==> src/rtl/fetch_unit_pkg.sv <==
// rtl/fetch_unit_pkg.sv - shared encodings for the instruction fetch stage
package fetch_unit_pkg;

    // Fetch FSM state encodings (2 bits)
    typedef enum logic [1:0] {
        S_FETCH   = 2'd0,
        S_DISCARD = 2'd1,
        S_HOLD    = 2'd2
    } fetch_state_t;

    // Bubble word latched by IF/ID when no real instruction is available
    localparam logic [31:0] NOP_INSTR   = 32'h0000_0000;

    // Hazard-unit level meaning "PC may advance"
    localparam logic        PC_WRITE_ON = 1'b1;

    // Force a redirect target onto a word boundary
    function automatic logic [31:0] align_word(input logic [31:0] addr);
        return {addr[31:2], 2'b00};
    endfunction

endpackage

==> src/rtl/fetch_unit.sv <==
// rtl/fetch_unit.sv - IF stage: PC register, next-PC mux and fetch FSM
module fetch_unit
    import fetch_unit_pkg::*;
#(
    parameter logic [31:0] RESET_PC = 32'h0000_0000
) (
    input  logic        clk,
    input  logic        reset,
    input  logic        pc_write,
    input  logic        redirect_valid,
    input  logic [31:0] redirect_target,
    output logic        imem_req,
    output logic [31:0] imem_addr,
    input  logic        imem_ready,
    input  logic [31:0] imem_rdata,
    output logic [31:0] instruction,
    output logic [31:0] pc,
    output logic        fetch_valid,
    output logic        if_flush,
    output logic        addr_error
);

    fetch_state_t state_q, state_d;
    logic [31:0]  pc_q, pc_d;
    logic [31:0]  hold_q, hold_d;
    logic [31:0]  pend_q, pend_d;
    logic         addr_error_q, addr_error_d;

    logic [31:0]  tgt;
    logic [31:0]  pc_plus4;
    logic [31:0]  pend_next;

    assign tgt       = align_word(redirect_target);
    assign pc_plus4  = pc_q + 32'd4;
    // A redirect arriving while discarding replaces the pending target
    assign pend_next = redirect_valid ? tgt : pend_q;

    assign pc         = pc_q;
    assign imem_addr  = pc_q;
    assign addr_error = addr_error_q;

    // Output decode: data passes straight through from memory, bubbles otherwise
    always_comb begin
        imem_req    = 1'b0;
        instruction = NOP_INSTR;
        fetch_valid = 1'b0;
        if_flush    = 1'b0;
        if (!reset) begin
            if_flush = redirect_valid;
            case (state_q)
                S_FETCH: begin
                    imem_req = 1'b1;
                    if (imem_ready) begin
                        instruction = imem_rdata;
                        fetch_valid = 1'b1;
                    end
                end
                S_DISCARD: begin
                    imem_req = 1'b1;
                end
                S_HOLD: begin
                    instruction = hold_q;
                    fetch_valid = 1'b1;
                end
                default: begin
                    imem_req = 1'b0;
                end
            endcase
        end
    end

    // Next-state logic: redirect beats stall beats advance
    always_comb begin
        state_d      = state_q;
        pc_d         = pc_q;
        hold_d       = hold_q;
        pend_d       = pend_q;
        addr_error_d = addr_error_q;

        if (redirect_valid && (redirect_target[1:0] != 2'b00)) begin
            addr_error_d = 1'b1;
        end

        case (state_q)
            S_FETCH: begin
                if (redirect_valid) begin
                    if (imem_ready) begin
                        pc_d = tgt;
                    end else begin
                        // Request must stay stable until ready, so park the target
                        pend_d  = tgt;
                        state_d = S_DISCARD;
                    end
                end else if (imem_ready && (pc_write == PC_WRITE_ON)) begin
                    pc_d = pc_plus4;
                end else if (imem_ready) begin
                    hold_d  = imem_rdata;
                    state_d = S_HOLD;
                end
            end
            S_DISCARD: begin
                if (imem_ready) begin
                    pc_d    = pend_next;
                    state_d = S_FETCH;
                end else begin
                    pend_d = pend_next;
                end
            end
            S_HOLD: begin
                if (redirect_valid) begin
                    pc_d    = tgt;
                    state_d = S_FETCH;
                end else if (pc_write == PC_WRITE_ON) begin
                    pc_d    = pc_plus4;
                    state_d = S_FETCH;
                end
            end
            default: begin
                state_d = S_FETCH;
            end
        endcase
    end

    // State registers with synchronous active-high reset
    always_ff @(posedge clk) begin
        if (reset) begin
            state_q      <= S_FETCH;
            pc_q         <= RESET_PC;
            hold_q       <= 32'h0;
            pend_q       <= 32'h0;
            addr_error_q <= 1'b0;
        end else begin
            state_q      <= state_d;
            pc_q         <= pc_d;
            hold_q       <= hold_d;
            pend_q       <= pend_d;
            addr_error_q <= addr_error_d;
        end
    end

endmodule

==> config.mk <==
export PLATFORM = sky130hd
export DESIGN_NAME = fetch_unit
export DESIGN_NICKNAME = d
export VERILOG_FILES = /design/src/rtl/fetch_unit_pkg.sv /design/src/rtl/fetch_unit.sv
export SDC_FILE = /design/constraint.sdc
export NUM_CORES = 1
export LEC_CHECK = 0
export ABC_AREA = 1
export BUFFER_PORTS_ARGS = -buffer_cell sky130_fd_sc_hd__buf_2
export CORE_MARGIN = 8
export CORE_UTILIZATION = 57
export DETAILED_ROUTE_END_ITERATION = 8
export GPL_TIMING_DRIVEN = 0
export PLACE_DENSITY_LB_ADDON = 0.15
export SLEW_MARGIN = 20
export SYNTH_ARGS = -nofsm -noshare
export SYNTH_HDL_FRONTEND = slang
export SYNTH_SLANG_ARGS = --single-unit
export TNS_END_PERCENT = 50
==> constraint.sdc <==
create_clock -name clk -period 3.65 [get_ports clk]
set_input_delay 0.9125 -clock clk [delete_from_list [all_inputs] [get_ports clk]]
set_output_delay 0.9125 -clock clk [all_outputs]
set_load 0.005 [all_outputs]
==> metrics.txt <==
pin count of the biggest net entering global routing=18; Lkg Pwr=between 0.003 and 0.004 uW; placement row count=37; type of origin of the critical path=input pin; initial DRC count=roughly 600; Rel. slew slack=between 50 and 60%; H-Tree Depth=3; setup TNS=0 ns; status=finished clean; r2r setup slk=1.67 ns; CP max-delay cell=clkbuf_1; crit path setup slack, layout=0.4422 ns; post-synth top area share=roughly 33%; io pins=169; Routed WL per cell=14.33 um; Clk Latency, worst-skew pair=around 0.40 ns; fill cell count=roughly 1000; Async SR Flop Fraction=0%; gr ovfl total=0; cell breakdown of the critical path=buf_2, clkinv_1, nand2_1, clkbuf_1, a21oi_1, buf_2; die height=~120 um; Worst Skew=roughly 0.015 ns; cell taking the most area after synthesis=dfxtp_1; root buf cell=clkbuf_8; Syn Area/Cell=~6 sq um; worst setup path category=in -> out; number of synthesized flops with an enable pin=0; synth top area cells=dfxtp_1, nand2_1, a21oi_1; Vias=roughly 7000; DRC viols=0; most used cell, CP=buf_2; vias in the first global route=between 6000 and 7000; post-route ant nets=0; Req. time, crit path=2.74 ns; setup bufs post-CTS=0; ant diodes=0; CP Capture Type=output port; Fmax achieved=about 310 MHz; Buf+Inv Stages, Crit Path=4; Yosys warnings=0; first-pass GRT wire length=30.88 mm; #FFs+latches synth=a little under 100; chip width=between 100 and 150 um; Max Fanout on Critical Path=10; Post-Route WL=18.76 mm; worst-case clock buffer depth=2; pre-CTS setup slack=between 0.4 and 0.5 ns; Final Slew Violations=0; worst slew pin tran=0.6433 ns; VDD IR max=0.3875 mV; PD cells=about 370 nW/um^2; fin crit share=87.89%; initial antenna violation count=1; Slowest Stage Delay on Critical Path=a little under 0.4 ns; Mapped Area=around 6000 sq um; CTS tree=yes; top_reg_cell synth=dfxtp_1; Syn Nets=1060; Post-Synthesis Cells=990; # port buffers=between 150 and 200; Pre-Repair DR Iteration Count=5; Setup violations, final=0; starting density of the core=between 50% and 60%; delay-heaviest family, CP=buffers and inverters; Final HPWL DP=~14 mm; Synth-to-Final Area Change=20.34%; layout cells sized above 1=about 20%; register area=between 1500 and 2000 sq um; Via density=~5.3; DIE AREA=approximately 14000 sq um; Sink Count=99; hold buffer count at cts=0; number of max-cap violations=0; Critical Path AT=between 2 and 2.5 ns; Tot GR Track Use=about a quarter; Hold/Removal Path Class=reg -> reg; RSZ-0062 raised after global routing=false; core area=around 10000 sq um; Period minus WS final=roughly 3.2 ns; sequential fraction of the synthesis area=between 30% and 40%; Final Hold Vio Count=0; Netlist cell types=28; area occupied by multi-input gates=3247 sq um; Commonest cells post-synth=nand2_1, a21oi_1, dfxtp_1, nor2_1, o21ai_0; cell with the most instances after synthesis=nand2_1; RD Place Congestion=between 0.9 and 1; Layout Nets=~1200; CTS Buf Count=9; CTS resizes=0; CTS clock-pin slew for the worst setup and hold paths=around 0.10 ns
routing by layer:
| metal | GRT usage, % | vias to the layer above | part of all wire, % |
|---|---|---|---|
| met5 | 0 | - | 0.053 |
| met4 | 10.09 | 2 | 2.7 |
| met3 | 9.592 | 43 | 9.9 |
| met2 | 44.48 | 304 | 47 |
| met1 | 29.70 | 3112 | 40 |
| li1 | - | 3509 | - |
path summary, 6_finish.rpt:
kind                            cells after the start    startpoint               to
worst max-delay path                                6         reset  instruction[18]
worst min-delay path                                2    addr_error       addr_error
worst max register to register                     11  imem_addr[2]    imem_addr[22]
worst min register to register                      2    addr_error       addr_error
cell usage in the layout (no fill, tap or decap), types with 2 or more instances in the layout:
master | netlist | routed
nand2_1 | 351 | 351
inv_1 | 54 | 54
xor2_1 | 3 | 3
buf_6 | 2 | 2
buf_1 | 5 | 5
inv_2 | 5 | 5
nand3_1 | 16 | 16
o21ai_0 | 75 | 75
clkbuf_8 | 0 | 9
xnor2_1 | 2 | 2
buf_2 | 8 | 175
a21oi_1 | 190 | 190
nor2_2 | 4 | 4
nor2_1 | 86 | 86
clkbuf_1 | 40 | 41
nor3_2 | 2 | 2
buf_4 | 32 | 32
nand3b_1 | 5 | 5
dfxtp_1 | 99 | 99
and2_1 | 2 | 2
inv_6 | 0 | 2
layout make-up:
| cell class | instances | share of cell area, % |
|---|---|---|
| clock inverter | 6 | 1.017 |
| timing repair buffer | 167 | 11.71 |
| clock buffer | 10 | 1.788 |
| buffer | 88 | 6.680 |
| tap | 136 | 2.384 |
| inverter | 60 | 3.156 |
| sequential | 99 | 27.77 |
| multi-input combinational | 743 | 45.49 |
per-stage QoR:
| stage | hold slack, ns | power, uW | util, % | std cells | area (sq um) |
|---|---|---|---|---|---|
| 5_1_grt | 0.4882 | 2750 | 69.76 | 1309 | 7137 |
| 2_1_floorplan | 0.4417 | 1620 | - | 990 | 5931 |
| 3_3_place_gp | 0.4494 | 1863 | 67.80 | 1293 | 6937 |
| 4_1_cts | 0.4645 | 2618 | 69.76 | 1309 | 7137 |
| 6_report | 0.4623 | 2616 | 69.76 | 1309 | 7137 |
| 3_5_place_dp | 0.4474 | 1874 | 67.80 | 1293 | 6937 |
flip-flops by register name, indices dropped and copies added (netlist names):
| signal | cells |
|---|---|
| hold_q | 32 |
| imem_addr | 32 |
| pend_q | 32 |
| state_q | 2 |
| addr_error | 1 |
report_power, final:
group	switching (uW)	internal, uW	total, uW
combinational	343	261	604
sequential	89.6	1160	1250
clock	435	327	762
total	867	1750	2620
worst min-delay path, cell delays in order, from the launching register on:
cell and delay [ns]:
dfxtp_1 0.33, nand2_1 0.06, nand2_1 0.04
cells by family after synthesis:
group,count (synthesis),share of synthesized area (%)
simple gates,468,30.89
compound gates,269,22.91
buf+inv,148,11.84
flops,99,33.42
xor+xnor,5,0.7385
fa+ha+maj,1,0.2109
No activity file was read; power rests on OpenSTA's default activity.
